`config.mk`:
```
export PLATFORM = sky130hd
export DESIGN_NAME = apb_mig_bridge
export DESIGN_NICKNAME = d
export VERILOG_FILES = /design/src/rtl/apb_mig_bridge.sv
export SDC_FILE = /design/constraint.sdc
export NUM_CORES = 1
export LEC_CHECK = 0
export BUFFER_PORTS_ARGS = -buffer_cell sky130_fd_sc_hd__clkbuf_2
export CORE_AREA = 2 2 162 164
export CTS_BUF_LIST = sky130_fd_sc_hd__clkbuf_16
export CTS_CLUSTER_DIAMETER = 100
export DETAILED_ROUTE_END_ITERATION = 8
export DIE_AREA = 0 0 164 166
export GPL_ROUTABILITY_DRIVEN = 0
export SETUP_SLACK_MARGIN = 0.5
export SYNTH_ARGS = -nofsm -noshare
export SYNTH_HDL_FRONTEND = slang
export SYNTH_SLANG_ARGS = --single-unit
export TNS_END_PERCENT = 50
```
`constraint.sdc`:
```
create_clock -name pclk_i -period 2.3 [get_ports pclk_i]
set_input_delay 0.115 -clock pclk_i [delete_from_list [all_inputs] [get_ports pclk_i]]
set_output_delay 0.115 -clock pclk_i [all_outputs]
set_load 0.01 [all_outputs]
```
`src/rtl/apb_mig_bridge.sv`:
```
// ---------------------------------------------------------------------------
// apb_mig_bridge
//
// APB slave that turns each APB transfer into exactly one MIG user-interface
// command. A narrow APB word is placed in one lane of the wide MIG data word:
// writes replicate the data and open only that lane's byte mask bits, and
// reads return that lane of the returned beat. Only one transfer is
// outstanding at a time. MIG handshakes and read latency become APB wait
// states. Protocol, calibration and read-timeout errors are reported on
// pslverr_o.
//
// Handshake semantics: a MIG command transfers on a rising edge where
// app_en_o & app_rdy_i. Write data transfers on an edge where
// app_wdf_wren_o & app_wdf_rdy_i. A valid stays asserted, with its payload
// unchanged, until that edge. It drops on the following cycle. The APB side
// completes on the single cycle in which pready_o is high.
//
// Ports:
//   pclk_i, preset_ni         clock, asynchronous active-low reset
//   paddr_i .. pstrb_i        APB completer inputs
//   prdata_o, pready_o,       APB completer outputs (all registered)
//   pslverr_o
//   app_addr_o, app_cmd_o,    MIG command channel
//   app_en_o, app_rdy_i
//   app_wdf_*                 MIG write-data channel (single beat)
//   app_rd_data_i,            MIG read-data channel
//   app_rd_data_valid_i
//   init_calib_complete_i     MIG calibration done
//   dbg_state_o               current FSM state, for debug and checkers
// ---------------------------------------------------------------------------
module apb_mig_bridge #(
  parameter int ADDR_W     = 32,
  parameter int DATA_W     = 32,
  parameter int APP_ADDR_W = 28,
  parameter int APP_DATA_W = 128,
  parameter int ADDR_SHIFT = 1,
  parameter int BURST_LSB  = 3,
  parameter int TIMEOUT    = 1024
) (
  input  logic                    pclk_i,
  input  logic                    preset_ni,
  input  logic [ADDR_W-1:0]       paddr_i,
  input  logic [DATA_W-1:0]       pwdata_i,
  input  logic                    pwrite_i,
  input  logic                    psel_i,
  input  logic                    penable_i,
  input  logic [DATA_W/8-1:0]     pstrb_i,
  output logic [DATA_W-1:0]       prdata_o,
  output logic                    pready_o,
  output logic                    pslverr_o,
  output logic [APP_ADDR_W-1:0]   app_addr_o,
  output logic [2:0]              app_cmd_o,
  output logic                    app_en_o,
  input  logic                    app_rdy_i,
  output logic [APP_DATA_W-1:0]   app_wdf_data_o,
  output logic [APP_DATA_W/8-1:0] app_wdf_mask_o,
  output logic                    app_wdf_wren_o,
  output logic                    app_wdf_end_o,
  input  logic                    app_wdf_rdy_i,
  input  logic [APP_DATA_W-1:0]   app_rd_data_i,
  input  logic                    app_rd_data_valid_i,
  input  logic                    init_calib_complete_i,
  output logic [2:0]              dbg_state_o
);

  localparam int STRB_W   = DATA_W / 8;
  localparam int LANES    = APP_DATA_W / DATA_W;
  localparam int LANE_LSB = $clog2(STRB_W);
  localparam int LANE_W   = (LANES > 1) ? $clog2(LANES) : 1;
  localparam int CNT_W    = $clog2(TIMEOUT);

  localparam logic [2:0] CMD_WRITE = 3'b000;
  localparam logic [2:0] CMD_READ  = 3'b001;

  typedef enum logic [2:0] {
    S_IDLE,
    S_WR,
    S_RD_CMD,
    S_RD_WAIT,
    S_RESP
  } state_t;

  state_t                  state_q, state_d;
  logic [LANE_W-1:0]       lane_q, lane_d;
  logic                    stale_q, stale_d;
  logic [CNT_W-1:0]        cnt_q, cnt_d;

  logic [DATA_W-1:0]       prdata_d;
  logic                    pready_d, pslverr_d;
  logic [APP_ADDR_W-1:0]   app_addr_d;
  logic [2:0]              app_cmd_d;
  logic                    app_en_d;
  logic [APP_DATA_W-1:0]   app_wdf_data_d;
  logic [APP_DATA_W/8-1:0] app_wdf_mask_d;
  logic                    app_wdf_wren_d;

  // Start-of-transfer decode, computed from the live APB inputs.
  logic                    start;
  logic [ADDR_W-1:0]       shifted;
  logic                    err_misalign, err_range, err_any;
  logic [LANE_W-1:0]       lane_sel;
  logic [APP_ADDR_W-1:0]   addr_sel;
  logic [APP_DATA_W/8-1:0] mask_sel;
  logic [DATA_W-1:0]       rd_lane;

  always_comb begin
    start        = (state_q == S_IDLE) && psel_i && penable_i;
    shifted      = paddr_i >> ADDR_SHIFT;
    err_misalign = (paddr_i & ADDR_W'(STRB_W - 1)) != '0;
    // Any bit left above the MIG address width means out of range.
    err_range    = (shifted >> APP_ADDR_W) != '0;
    err_any      = err_misalign || err_range || !init_calib_complete_i;
    // The mask with LANES-1 gives lane 0 when there is a single lane.
    lane_sel     = LANE_W'(paddr_i >> LANE_LSB) & LANE_W'(LANES - 1);
    // Clear the burst-alignment bits by shifting them out and back in.
    addr_sel     = (APP_ADDR_W'(shifted) >> BURST_LSB) << BURST_LSB;
    mask_sel     = '1;
    mask_sel[lane_sel * STRB_W +: STRB_W] = ~pstrb_i;
    rd_lane      = app_rd_data_i[lane_q * DATA_W +: DATA_W];
  end

  always_comb begin
    state_d        = state_q;
    lane_d         = lane_q;
    stale_d        = stale_q;
    cnt_d          = cnt_q;
    prdata_d       = prdata_o;
    pready_d       = 1'b0;
    pslverr_d      = 1'b0;
    app_addr_d     = app_addr_o;
    app_cmd_d      = app_cmd_o;
    app_en_d       = app_en_o;
    app_wdf_data_d = app_wdf_data_o;
    app_wdf_mask_d = app_wdf_mask_o;
    app_wdf_wren_d = app_wdf_wren_o;

    // A late beat from a timed-out read is dropped in any state. Inside
    // RD_WAIT the stale beat is handled together with the new read's data.
    if (app_rd_data_valid_i && stale_q && (state_q != S_RD_WAIT)) begin
      stale_d = 1'b0;
    end

    unique case (state_q)
      S_IDLE: begin
        if (start) begin
          if (err_any) begin
            state_d   = S_RESP;
            pready_d  = 1'b1;
            pslverr_d = 1'b1;
            prdata_d  = '0;
          end else begin
            lane_d     = lane_sel;
            app_addr_d = addr_sel;
            app_en_d   = 1'b1;
            if (pwrite_i) begin
              app_cmd_d      = CMD_WRITE;
              app_wdf_wren_d = 1'b1;
              app_wdf_data_d = {LANES{pwdata_i}};
              app_wdf_mask_d = mask_sel;
              state_d        = S_WR;
            end else begin
              app_cmd_d = CMD_READ;
              state_d   = S_RD_CMD;
            end
          end
        end
      end

      S_WR: begin
        // The command and data channels complete independently, in any order.
        app_en_d       = app_en_o & ~app_rdy_i;
        app_wdf_wren_d = app_wdf_wren_o & ~app_wdf_rdy_i;
        if (!app_en_d && !app_wdf_wren_d) begin
          state_d  = S_RESP;
          pready_d = 1'b1;
        end
      end

      S_RD_CMD: begin
        if (app_rdy_i) begin
          app_en_d = 1'b0;
          cnt_d    = '0;
          state_d  = S_RD_WAIT;
        end
      end

      S_RD_WAIT: begin
        cnt_d = cnt_q + CNT_W'(1);
        if (app_rd_data_valid_i && !stale_q) begin
          // A valid beat wins over a timeout that expires on the same cycle.
          prdata_d = rd_lane;
          state_d  = S_RESP;
          pready_d = 1'b1;
        end else begin
          if (app_rd_data_valid_i) begin
            stale_d = 1'b0;
          end
          if (cnt_q == CNT_W'(TIMEOUT - 1)) begin
            // The beat may still arrive later. The stale flag drops it then.
            stale_d   = 1'b1;
            prdata_d  = '0;
            state_d   = S_RESP;
            pready_d  = 1'b1;
            pslverr_d = 1'b1;
          end
        end
      end

      S_RESP: begin
        state_d = S_IDLE;
      end

      default: begin
        state_d = S_IDLE;
      end
    endcase
  end

  always_ff @(posedge pclk_i or negedge preset_ni) begin
    if (!preset_ni) begin
      state_q        <= S_IDLE;
      lane_q         <= '0;
      stale_q        <= 1'b0;
      cnt_q          <= '0;
      prdata_o       <= '0;
      pready_o       <= 1'b0;
      pslverr_o      <= 1'b0;
      app_addr_o     <= '0;
      app_cmd_o      <= '0;
      app_en_o       <= 1'b0;
      app_wdf_data_o <= '0;
      app_wdf_mask_o <= '1;
      app_wdf_wren_o <= 1'b0;
      app_wdf_end_o  <= 1'b0;
    end else begin
      state_q        <= state_d;
      lane_q         <= lane_d;
      stale_q        <= stale_d;
      cnt_q          <= cnt_d;
      prdata_o       <= prdata_d;
      pready_o       <= pready_d;
      pslverr_o      <= pslverr_d;
      app_addr_o     <= app_addr_d;
      app_cmd_o      <= app_cmd_d;
      app_en_o       <= app_en_d;
      app_wdf_data_o <= app_wdf_data_d;
      app_wdf_mask_o <= app_wdf_mask_d;
      app_wdf_wren_o <= app_wdf_wren_d;
      app_wdf_end_o  <= app_wdf_wren_d;
    end
  end

  assign dbg_state_o = state_q;

endmodule

```
# Word level (Yosys, flattened, before mapping)
# Cells that the tools add are included.
[word_totals]
ff_bits = 224
latch_bits = 0
ram_bits = 0
rom_bits = 0
in_bits = 205
out_inout_bits = 215
elab_cells = 101
n_memories = 0
[classes]
n_addsub = 2
multipliers = 0
div_mod_pow = 0
order_cmp = 0
n_eq_ne = 12
shifts = 3
mux = 37
n_bitwise = 8
n_reduce_logical = 26
[ops]
columns = ["operator", "count"]
rows = [
  ["32-bit two-way mux", 4],
  ["128-bit by 8-bit variable part select with 32-bit output", 1],
  ["32-bit one-hot mux with 2 select lines", 1],
  ["32-bit nonzero test", 2],
  ["4-bit negation with 34-bit output", 1],
  ["4-bit by 34-bit variable shift with 16-bit output (first input constant)", 1],
  ["4-bit by 34-bit variable part select with 16-bit output", 1],
  ["10-bit one-hot mux with 2 select lines", 1],
  ["4-bit AND reduction", 5],
  ["1-bit two-way mux", 18],
  ["3-bit two-way mux", 6],
  ["16-bit inverter", 1],
  ["16-bit bitwise OR", 1],
  ["2-bit inequality test (second input constant)", 6],
  ["3-bit one-hot mux with 4 select lines", 1],
  ["10-bit by 1-bit adder with 10-bit output (second input constant)", 1],
  ["10-bit equality test (second input constant)", 1],
  ["10-bit two-way mux", 1],
  ["3-bit by 2-bit equality test with 1-bit output (second input constant)", 2],
  ["1-bit logical AND", 6],
  ["1-bit one-hot mux with 3 select lines", 2],
  ["2-bit nonzero test", 3],
  ["1-bit logical NOT", 4],
  ["4-bit inverter", 1],
  ["other kinds (12)", 17],
]

# Depth between registers and ports, before layout
# Gate-level depths: netlist of run 1.
[depth]
depth_word = 7
mapped_depth = 7
depth_no_buf = 6

# Worst setup path after synthesis of run 1
# OpenSTA, ideal clock, no wires.
[synth_timing]
path_kind = "register -> register"
start = "register state_q[2], in the netlist dbg_state_o[2]"
end = "register prdata_o[0]"
setup_ns = 0.121
arrival_ns = 1.612
required_ns = 2.179
slack_ns = 0.567
stages_incl_launch_ff = 6
path_buffers = 1
period_less_slack_ns = 1.733
path_cell_list = "dfrtp_1 > nand3b_2 > nor4_2 > nor3_4 > buf_6 > a22o_1"
[synth_between]
elab_chain_len = 5
word_cells_on_any_way = 10
classes_between = "eq/ne: 4; mux: 1; reduce/logical: 5"
[synth_lines]
columns = ["element", "line_no", "source"]
rows = [
  ["from (decl)", "83", "state_t state_q, state_d;"],
  ["from (signal assigned)", "236", "state_q <= state_d;"],
  ["3-bit logical NOT", "107, 143", ""],
  ["1-bit logical AND (2 in series)", "107", "start = (state_q == S_IDLE) && psel_i && penable_i;"],
  ["2-bit inequality test (no source line)", "--", ""],
  ["4-bit AND reduction (no source line)", "--", ""],
  ["to (signal assigned)", "240", "prdata_o <= prdata_d;"],
  ["to (decl)", "48", "output logic [DATA_W-1:0] prdata_o,"],
]
# Several ways; a longest one is shown, not always the timed one.
# A chain may end at the register's enable or synchronous reset.

# Worst setup path in the final report of run 1
[layout_timing]
start = "register cnt_q[1]"
end = "register prdata_o[20]"
[layout_between]
elab_chain_len = 3
[layout_lines]
columns = ["element", "line_no", "source"]
rows = [
  ["from (decl)", "86", "logic [CNT_W-1:0] cnt_q, cnt_d;"],
  ["from (signal assigned)", "239", "cnt_q <= cnt_d;"],
  ["10-bit equality test", "198", "if (cnt_q == CNT_W'(TIMEOUT - 1)) begin"],
  ["3-bit inequality test (no source line)", "--", ""],
  ["4-bit AND reduction (no source line)", "--", ""],
]
# Every way passes these cells.

==> results of run 1 <==
[where the power goes]
| group | leakage, uW | internal, uW | switching (uW) |
|---|---|---|---|
| Sequential | 0.00165 | 2470 | 231 |
| Combinational | 0.00345 | 816 | 732 |
| Clock | 0.000278 | 1480 | 1120 |
| Total | 0.00538 | 4760 | 2080 |
[stage by stage]
stage	hold WS [ps]	utilization, %	setup WS (ps)	power, uW	instances
after global placement	167	33.8	418	4060	1147
final	30.4	39.2	456	6840	1254
after floorplan	-181	-	567	3550	510
after detailed placement	173	33.8	345	4100	1147
after global routing	23.1	39.2	376	7230	1254
after CTS	7.31	38.7	485	6870	1242
[per-layer routing]
| layer | track usage, % | vias up | routed length, um |
|---|---|---|---|
| met5 | 0 | - | 16 |
| met4 | 4.04 | 2 | 274 |
| met3 | 4.35 | 22 | 1510 |
| met2 | 24.3 | 261 | 10300 |
| met1 | 17.8 | 2681 | 8140 |
| li1 | - | 2555 | - |
[kinds of logic after synthesis]
group,count (synthesis)
compound gates,81
xor+xnor,1
fa+ha+maj,7
buf+inv,137
flops,126
mux,109
other cells,1
simple gates,44
[state kept, by name (all words and copies together) (netlist names), 2 cells and up]
name            flops
lane_q              2
prdata_o           32
cnt_q              10
app_wdf_mask_o     16
app_wdf_data_o     32
app_addr_o         25
dbg_state_o         3
[synth_stat cells (4+ instances only)]
cell type / n
buf_4: 102
nand4_1: 4
buf_2: 9
mux4_2: 32
mux2_2: 28
buf_6: 10
dfrtp_1: 110
ha_1: 6
inv_1: 9
a22o_1: 33
nor2b_1: 5
clkbuf_1: 6
o21ai_0: 25
dfstp_2: 16
mux2_4: 48
nand2_1: 8
[area by class of cell]
| type | instances | share of cell area, % |
|---|---|---|
| Sequential cell | 126 | 31.7 |
| Timing Repair Buffer | 505 | 29.9 |
| Multi-Input combinational cell | 247 | 28.2 |
| Clock buffer | 18 | 4.49 |
| Tap cell | 335 | 4.17 |
| Clock inverter | 14 | 1.21 |
| Inverter | 9 | 0.336 |
[path summary, 6_finish.rpt]
kind,end,slack (ps),depth (start not counted)
max,prdata_o[20],460,6
min,lane_q[1],30,2
max reg2reg,prdata_o[20],460,6
min reg2reg,app_cmd_o[0],490,1
max in group asynchronous,app_wdf_mask_o[5],1280,3
min in group asynchronous,app_wdf_data_o[107],280,2
[cells in the final DEF, fill, tap and decap left out, drive strengths merged, types with 4 or more instances in the layout]
| cell type | n |
|---|---|
| clkbuf | 432 |
| dfrtp | 110 |
| mux2 | 76 |
| dlygate4sd3 | 59 |
| a22o | 33 |
| mux4 | 32 |
| buf | 31 |
| o21ai | 26 |
| inv | 17 |
| dfstp | 16 |
| nand2 | 9 |
| ha | 6 |
| nor2b | 5 |
| conb | 5 |
| nand4 | 4 |
| and4 | 4 |
| clkinv | 4 |
[timing repair]
| item | in CTS | in global routing |
|---|---|---|
| gates cloned | 1 | 1 |
| pin swaps | 0 | 4 |
| hold buffers | 59 | 0 |
| buffers inserted | 3 | 11 |
| endpoints found under the setup margin | 101 | 71 |
| endpoints found under the hold margin | 120 | 0 |
| resized for setup | 9 | 6 |
[critical path: stages (launching register included)]
cell	delay, ps
dfrtp_1	430
ha_4	180
nand4_1	160
nor4_4	410
nor3_4	110
clkbuf_16	200
a22o_1	240
==> results.ini, run 1 <==
[drt]
routed_wl_um = 20200
wl_per_cell_um = 16.1
drtIter0Drc = 227
vias = 5521
via_per_inst = 4.40
detail-route-antenna-nets = 0
drc = 0
drt-pass1-iter-count = 4

[setup_path]
startpoint = cnt_q[1]
cp_data_arrival_time_ps = 2140
path_class = flop to flop
worst_setup_path_end_kind = flop
critPathLaunchType = flop
path_max_fanout = 16
r2r_start = cnt_q[1]
required_ps = 2600

[cells_and_area]
post-route-cell-area_sq_um = 10000
layout-drive-gt1-share_pct = 67.4
final_nets = 1117
diodes = 0
seq_area_sq_um = 3180
multi_input_area_sq_um = 2830
fillers = 2467
areaGrowthSynthToFinish_pct = 45.2

[sta]
hold_viol = 0
rsz0062_at_grt = true
slew_violations = 0
worst_pin_slew_ps = 648
slew_headroom_pct = 56.8
skew_ps = 5.00
post-route-min-period_ps = 1840
finalCritPeriodShare_pct = 80.2
max_freq_ghz = 0.542
fin_tns_setup_ps = 0
report.final.setup_viol = 0

[placement]
place_hpwl_um = 14900
placed_cell_area_sq_um = 8650
io_buffers = 414

[worst_hold_path]
hold_path.class = primary input to flop
hp-start = paddr_i[3]

[power_and_ir_drop]
p_leak_uw = 0.00538
ir_drop_uv = 427
power_density_nw_per_um2 = 682

[clock_network]
clockBufferDepth = 2
root_buffer = clkbuf_16
worstSkewPairLatency_ps = 410
numClockSinks = 126
path_clk_slew_ps = 60
cts_tree = built
h-tree-depth = 4
cts_made_buffers = 17

[logic_synthesis]
yosys.area_share.simple_pct = 4.38
synth.area.mux_share_pct = 25.5
yosysTopAreaCellShare_pct = 39.8
yosys_most_used_dff = dfrtp_1
synthTopCellsByArea = dfrtp_1, buf_4, mux2_4
syn-cell-area_sq_um = 6920
postSynthAreaPerCell_sq_um = 13.7
yosysSeqAreaShare_pct = 45.9
synth_top_cell_by_area = dfrtp_1
ys_ff_latch = 126
synthXorXnorAreaFrac_pct = 0.127
synth-compound-area-share_pct = 8.59
yosys.cell_types.count = 56
synth_top_family_by_area = multiplexers
synth-async-reset-ratio_pct = 100
synth_fa_ha_area_share_pct = 1.23
syn_inst = 506
synth-edff-count = 0
synth_warnings = 0

[global_route]
grtUsageTotal_pct = 14.4
grt_pass1_vias = 5507
grt_pass1_wl_um = 30200
grt_max_degree = 66
grt_overflow = 0
antenna_found_initial = 1

[die]
fp.dieH_um = 166
start_util_pct = 27.0
fp.dieW_um = 164
fp.coreArea_sq_um = 25600
ios = 420
die_area_sq_um = 27200
row_count = 59

[flow_run]
maxCapViolCount = 0

[status]
status = complete, no violations

(Power assumes the default switching activity.)
==> run 2: changes to the inputs <==
Settings changed: ABC_AREA set to 1, CORE_AREA 2 2 162 164 to 2 2 164 166, DIE_AREA 0 0 164 166 to 0 0 166 168.
Clock period 2.3 ns to 1.7 ns, I/O delays scaled along.
==> results.ini, run 2 <==
[global_route]
grt_overflow = 0  ; unchanged
grt_pass1_wl_um = 39400  ; +30%
grtUsageTotal_pct = 17.9  ; +3.5 points
grt_pass1_vias = 7277  ; +32%
antenna_found_initial = 0  ; -1
grt_max_degree = 66  ; unchanged

[status]
status = complete, no violations

[setup_path]
worst_setup_path_end_kind = flop
required_ps = 2010  ; -590 ps
startpoint = dbg_state_o[2]
r2r_start = dbg_state_o[2]
path_class = flop to flop
cp_data_arrival_time_ps = 1830  ; -310 ps
critPathLaunchType = flop
path_max_fanout = 13  ; -3

[clock_network]
cts_made_buffers = 17  ; unchanged
clockBufferDepth = 2  ; unchanged
path_clk_slew_ps = 60  ; about the same
worstSkewPairLatency_ps = 420  ; about the same
cts_tree = built
h-tree-depth = 4  ; unchanged
root_buffer = clkbuf_16
numClockSinks = 126  ; unchanged

[cells_and_area]
largest_registers = app_wdf_data_o x32, prdata_o x32, app_addr_o x25
seq_area_sq_um = 3180  ; unchanged
post-route-cell-area_sq_um = 11000  ; +9.2%
layout-drive-gt1-share_pct = 44.0  ; -23 points
areaGrowthSynthToFinish_pct = 53.2
final_common_cell = clkbuf_2
fillers = 2682  ; +8.7%
utilization_pct = 41.6  ; +2.4 points
multi_input_area_sq_um = 3160  ; +11%
final_cell_mix = clkbuf_2, nand2_1, dfrtp_1
final_nets = 1538  ; +38%
diodes = 0  ; unchanged

[power_and_ir_drop]
power_density_nw_per_um2 = 1030  ; +51%
ir_drop_uv = 542  ; +27%
p_leak_uw = 0.00604  ; +12%

[logic_synthesis]
synth_warnings = 0  ; unchanged
synth-edff-count = 0  ; unchanged
synthTopCellsByArea = dfrtp_1, nand2_1, buf_4
yosys_most_used_dff = dfrtp_1
syn-cell-area_sq_um = 7160  ; +3.5%
yosysSeqAreaShare_pct = 44.3  ; -1.6 points
yosysTopAreaCellShare_pct = 38.4  ; -1.3 points
synth-async-reset-ratio_pct = 100  ; unchanged
netlist_top_cells_count = nand2_1, dfrtp_1, buf_4
yosys.cell_types.count = 28  ; -50%
synth_top_cell_by_area = dfrtp_1
ys_ff_latch = 126  ; unchanged
postSynthAreaPerCell_sq_um = 7.73  ; -43%
syn_inst = 926  ; +83%
synth_most_common_cell = nand2_1

[drt]
drtIter0Drc = 320  ; +41%
detail-route-antenna-nets = 0  ; unchanged
via_per_inst = 4.55  ; +3.4%
routed_wl_um = 26100  ; +29%
vias = 7649  ; +39%
drt-pass1-iter-count = 4  ; unchanged
wl_per_cell_um = 15.5  ; -3.4%
drc = 0  ; unchanged

[sta]
skew_ps = 12.2  ; +7.20 ps
slew_violations = 0  ; unchanged
finalCritPeriodShare_pct = 89.7  ; +9.5 points
rsz0062_at_grt = true
hold_viol = 0  ; unchanged
fin_tns_setup_ps = 0  ; unchanged
post-route-min-period_ps = 1530  ; -319 ps
report.final.setup_viol = 0  ; unchanged
max_freq_ghz = 0.656  ; +21%

[die]
fp.coreArea_sq_um = 26400  ; +2.9%
fp.dieW_um = 166  ; +1.2%
start_util_pct = 27.2  ; +0.17 points
fp.dieH_um = 168  ; +1.2%
ios = 420  ; unchanged
row_count = 60  ; +1.7%
die_area_sq_um = 27900  ; +2.4%

[worst_hold_path]
hp-start = paddr_i[0]
hold_path.class = primary input to flop

[placement]
io_buffers = 414  ; unchanged
placed_cell_area_sq_um = 8940  ; +3.3%
place_hpwl_um = 18100  ; +21%

[flow_run]
maxCapViolCount = 0  ; unchanged

## run 2: cell count changes after synthesis, sizes merged, moves of 67 or more
cell / delta
nand2: +270
mux2: -76
nor2: +86
o21ai: +67
nand3: +81
## run 2: cells by family (layout without fill, tap and decap cells)
family,after synthesis,in the layout,synth area share (%)
buffers and inverters,186,596,16.3
adders and majority gates,6,6,1.05
and+or+nand+nor,457,457,26.9
AOI/OAI and AO/OA,150,150,11.4
DFF,126,126,44.3
other,1,5,0.0524
## run 2: final cells by class
cell class	instances	share of cell area [%]
multi-input cells	618	28.8
repair buffers	528	32.1
well taps	341	3.89
clock inverters	15	1.14
clock buffers	17	3.88
flip-flops and latches	126	29.0
inverters	36	1.25
## run 2: critical path: stages, from the launching register on
cell	delay, ps
dfrtp_2	430
nor2_4	150
nand2_4	100
nor2_8	140
buf_12	140
nand2_8	120
clkbuf_16	220
nand2_1	70
nand2_1	50
## run 2: path summary, 6_finish.rpt
kind,endpoint,slack [ps],depth (start not counted)
max in group asynchronous,app_wdf_mask_o[6],930,3
worst max-delay path,app_wdf_data_o[106],170,8
worst max register to register,app_wdf_data_o[106],170,8
worst min-delay path,app_cmd_o[0],30,4
min in group asynchronous,app_wdf_data_o[106],140,2
worst min register to register,app_wdf_mask_o[15],460,2
## run 2: power by group
group          total [uW]  switching (uW)  leakage [uW]  internal, uW
Clock                3440            1440      0.000272          2000
Sequential           3690             320       0.00165          3370
Combinational        4120            2320       0.00412          1800
Total               11300            4080       0.00604          7180
## run 2: through the flow
step	setup slack (ps)	hold slack (ps)	instances	total power (uW)
detailed placement	91.6	10.7	1553	6880
global route	112	42.4	1681	12000
finish	175	31.9	1681	11300
CTS	242	7.87	1672	11200
global placement	152	15.9	1553	6830
floorplan	279	-211	930	5800
## run 2: what timing repair did
action / in CTS / in global routing
hold buffers: 63 / 0
cloned: 7 / 6
hold endpoints to repair: 184 / 0
setup buffers: 17 / 3
pin swaps: 17 / 17
setup endpoints to repair: 131 / 143
gates resized for setup: 53 / 46
## run 2: metal layers
| layer | global-route usage (%) | share of wire [%] | vias up |
|---|---|---|---|
| li1 | - | - | 3726 |
| met1 | 19.7 | 38 | 3570 |
| met2 | 34.3 | 54 | 323 |
| met3 | 3.46 | 5.2 | 30 |
| met4 | 6.16 | 2.6 | 0 |
| met5 | 0 | 0 | - |
==> run 3: changes to the inputs <==
Settings changed: CTS_BUF_LIST sky130_fd_sc_hd__clkbuf_16 to not set, SLEW_MARGIN set to 20.
==> results.ini, run 3 (same netlist as run 2, synthesis figures left out) <==
[status]
status = complete, no violations

[cells_and_area]
final_nets = 1540  ; +0.13%
final_cell_mix = clkbuf_2, nand2_1, dfrtp_1
final_common_cell = clkbuf_2
largest_registers = app_wdf_data_o x32, prdata_o x32, app_addr_o x25
layout-drive-gt1-share_pct = 44.6  ; +0.61 points
areaGrowthSynthToFinish_pct = 53.9
diodes = 0  ; unchanged
utilization_pct = 41.8  ; +0.19 points

[setup_path]
cp_data_arrival_time_ps = 1780  ; -50 ps
required_ps = 1990  ; -20 ps
critPathLaunchType = flop
path_class = flop to flop
r2r-end = app_wdf_data_o[102]
worst_setup_path_end_kind = flop
path_max_fanout = 13  ; unchanged
r2r_slack_ps = 220  ; +40 ps
r2r_start = dbg_state_o[2]
worst-r2r-cell-count = 8  ; unchanged

[drt]
drtIter0Drc = 356  ; +11%
wl_per_cell_um = 15.6  ; about the same
vias = 7707  ; +0.76%
drc = 0  ; unchanged
detail-route-antenna-nets = 0  ; unchanged
via_per_inst = 4.58  ; +0.64%
routed_wl_um = 26200  ; +0.22%
drt-pass1-iter-count = 4  ; unchanged

[clock_network]
path_clk_slew_ps = 70  ; about the same
root_buffer = clkbuf_16
cts_tree = built
worstSkewPairLatency_ps = 420  ; about the same
numClockSinks = 126  ; unchanged
h-tree-depth = 4  ; unchanged
cts_made_buffers = 17  ; unchanged
clockBufferDepth = 2  ; unchanged

[die]
fp.coreArea_sq_um = 26400  ; unchanged
die_area_sq_um = 27900  ; unchanged
fp.dieW_um = 166  ; unchanged
start_util_pct = 27.2  ; unchanged
ios = 420  ; unchanged
fp.dieH_um = 168  ; unchanged
row_count = 60  ; unchanged

[power_and_ir_drop]
p_sw_share_pct = 36.1  ; -0.16 points
p_leak_uw = 0.00605  ; +0.24%
switchingPower_uw = 4100  ; +0.63%
pwr-share-seq_pct = 32.4  ; -0.4 points
combPwrFrac_pct = 36.9  ; +0.3 points
ir_drop_uv = 539  ; -0.49%
power_density_nw_per_um2 = 1030  ; +0.62%
clockPowerShare_pct = 30.7  ; about the same
p_int_uw = 7270  ; +1.3%

[global_route]
gr-max-usage-layer = met2
grtUsageMet3_pct = 3.46  ; unchanged
grtUsageMet1_pct = 19.6  ; -0.053 points
met2_usage_pct = 34.8  ; +0.47 points
grtUsageTotal_pct = 18.0  ; +0.13 points
antenna_found_initial = 0  ; unchanged
grt_pass1_wl_um = 39600  ; +0.56%
grt_pass1_vias = 7306  ; +0.40%
grt_overflow = 0  ; unchanged
grt_max_degree = 66  ; unchanged

[sta]
rsz0062_at_grt = true
slew_violations = 0  ; unchanged
fin_tns_setup_ps = 0  ; unchanged
finalCritPeriodShare_pct = 87.3  ; -2.4 points
post-route-min-period_ps = 1480  ; -41.3 ps
report.final.setup_viol = 0  ; unchanged
hold_viol = 0  ; unchanged
layout_setup_ws_ps = 216  ; +41.3 ps
skew_ps = 12.4  ; +0.157 ps
max_freq_ghz = 0.674  ; +2.8%

[placement]
io_buffers = 414  ; unchanged
place_hpwl_um = 18100  ; unchanged
place_ws_ps = 91.6  ; unchanged

[flow_run]
maxCapViolCount = 0  ; unchanged

[worst_hold_path]
hold_path_depth = 5  ; +1
hold_path.class = primary input to flop
hold_end = prdata_o[23]
hp-start = app_rd_data_i[23]

run 3: stage by stage:
| stage | cell area (sq um) | cells | power [uW] | hold WS (ps) |
|---|---|---|---|---|
| 4_1_cts | 10700 | 1673 | 11300 | 6.10 |
| 3_3_place_gp | 8940 | 1553 | 6830 | 15.9 |
| 3_5_place_dp | 8940 | 1553 | 6880 | 10.7 |
| 5_1_grt | 11000 | 1683 | 12100 | 44.2 |
| 6_report | 11000 | 1683 | 11400 | 31.7 |
| 2_1_floorplan | 7210 | 930 | 5800 | -211 |
run 3: what timing repair did:
item	4_1_cts	5_1_grt
pin swaps	14	15
setup endpoints to repair	131	143
setup buffers	16	7
endpoints found under the hold margin	184	0
cloned	9	3
hold buffers	63	0
gates resized for setup	49	53
run 3: cell type report:
| type | count | area, sq um |
|---|---|---|
| Timing Repair Buffer | 530 | 3520 |
| Sequential cell | 126 | 3180 |
| Inverter | 36 | 138 |
| Fill cell | 2678 | 15300 |
| Tap cell | 341 | 427 |
| Multi-Input combinational cell | 618 | 3190 |
| Clock buffer | 19 | 443 |
| Clock inverter | 13 | 118 |
run 3: power by group through the flow:
stage	logic, uW	registers (uW)	clock network, uW
global route	4580	3740	3750
global placement	3090	3750	0
floorplan	1990	3810	0
CTS	3950	3670	3630
finish	4200	3690	3490
detailed placement	3130	3750	0
run 3: worst max-delay path: stages, from the launching register on:
cell and delay, ps:
dfrtp_2 420, nor2_4 140, nand2_4 100, nor2_8 140, buf_12 140, nand2_8 120
buf_16 190, nand2_1 60, nand2_1 60
run 3: worst max-delay path by stage:
| stage | start | to | cells after the start |
|---|---|---|---|
| final | dbg_state_o[2] | app_wdf_data_o[102] | 8 |
| after floorplan | dbg_state_o[0] | app_addr_o[10] | 7 |
| after global placement | cnt_q[0] | prdata_o[11] | 9 |
| after CTS | dbg_state_o[2] | prdata_o[7] | 8 |
| after detailed placement | cnt_q[0] | prdata_o[0] | 9 |
| after global routing | dbg_state_o[2] | app_addr_o[6] | 8 |
run 3: metal layers:
layer | part of all wire (%) | vias up
met3 | 5.4 | 34
met5 | 0 | -
li1 | - | 3729
met4 | 2.8 | 0
met2 | 54 | 335
met1 | 37 | 3609
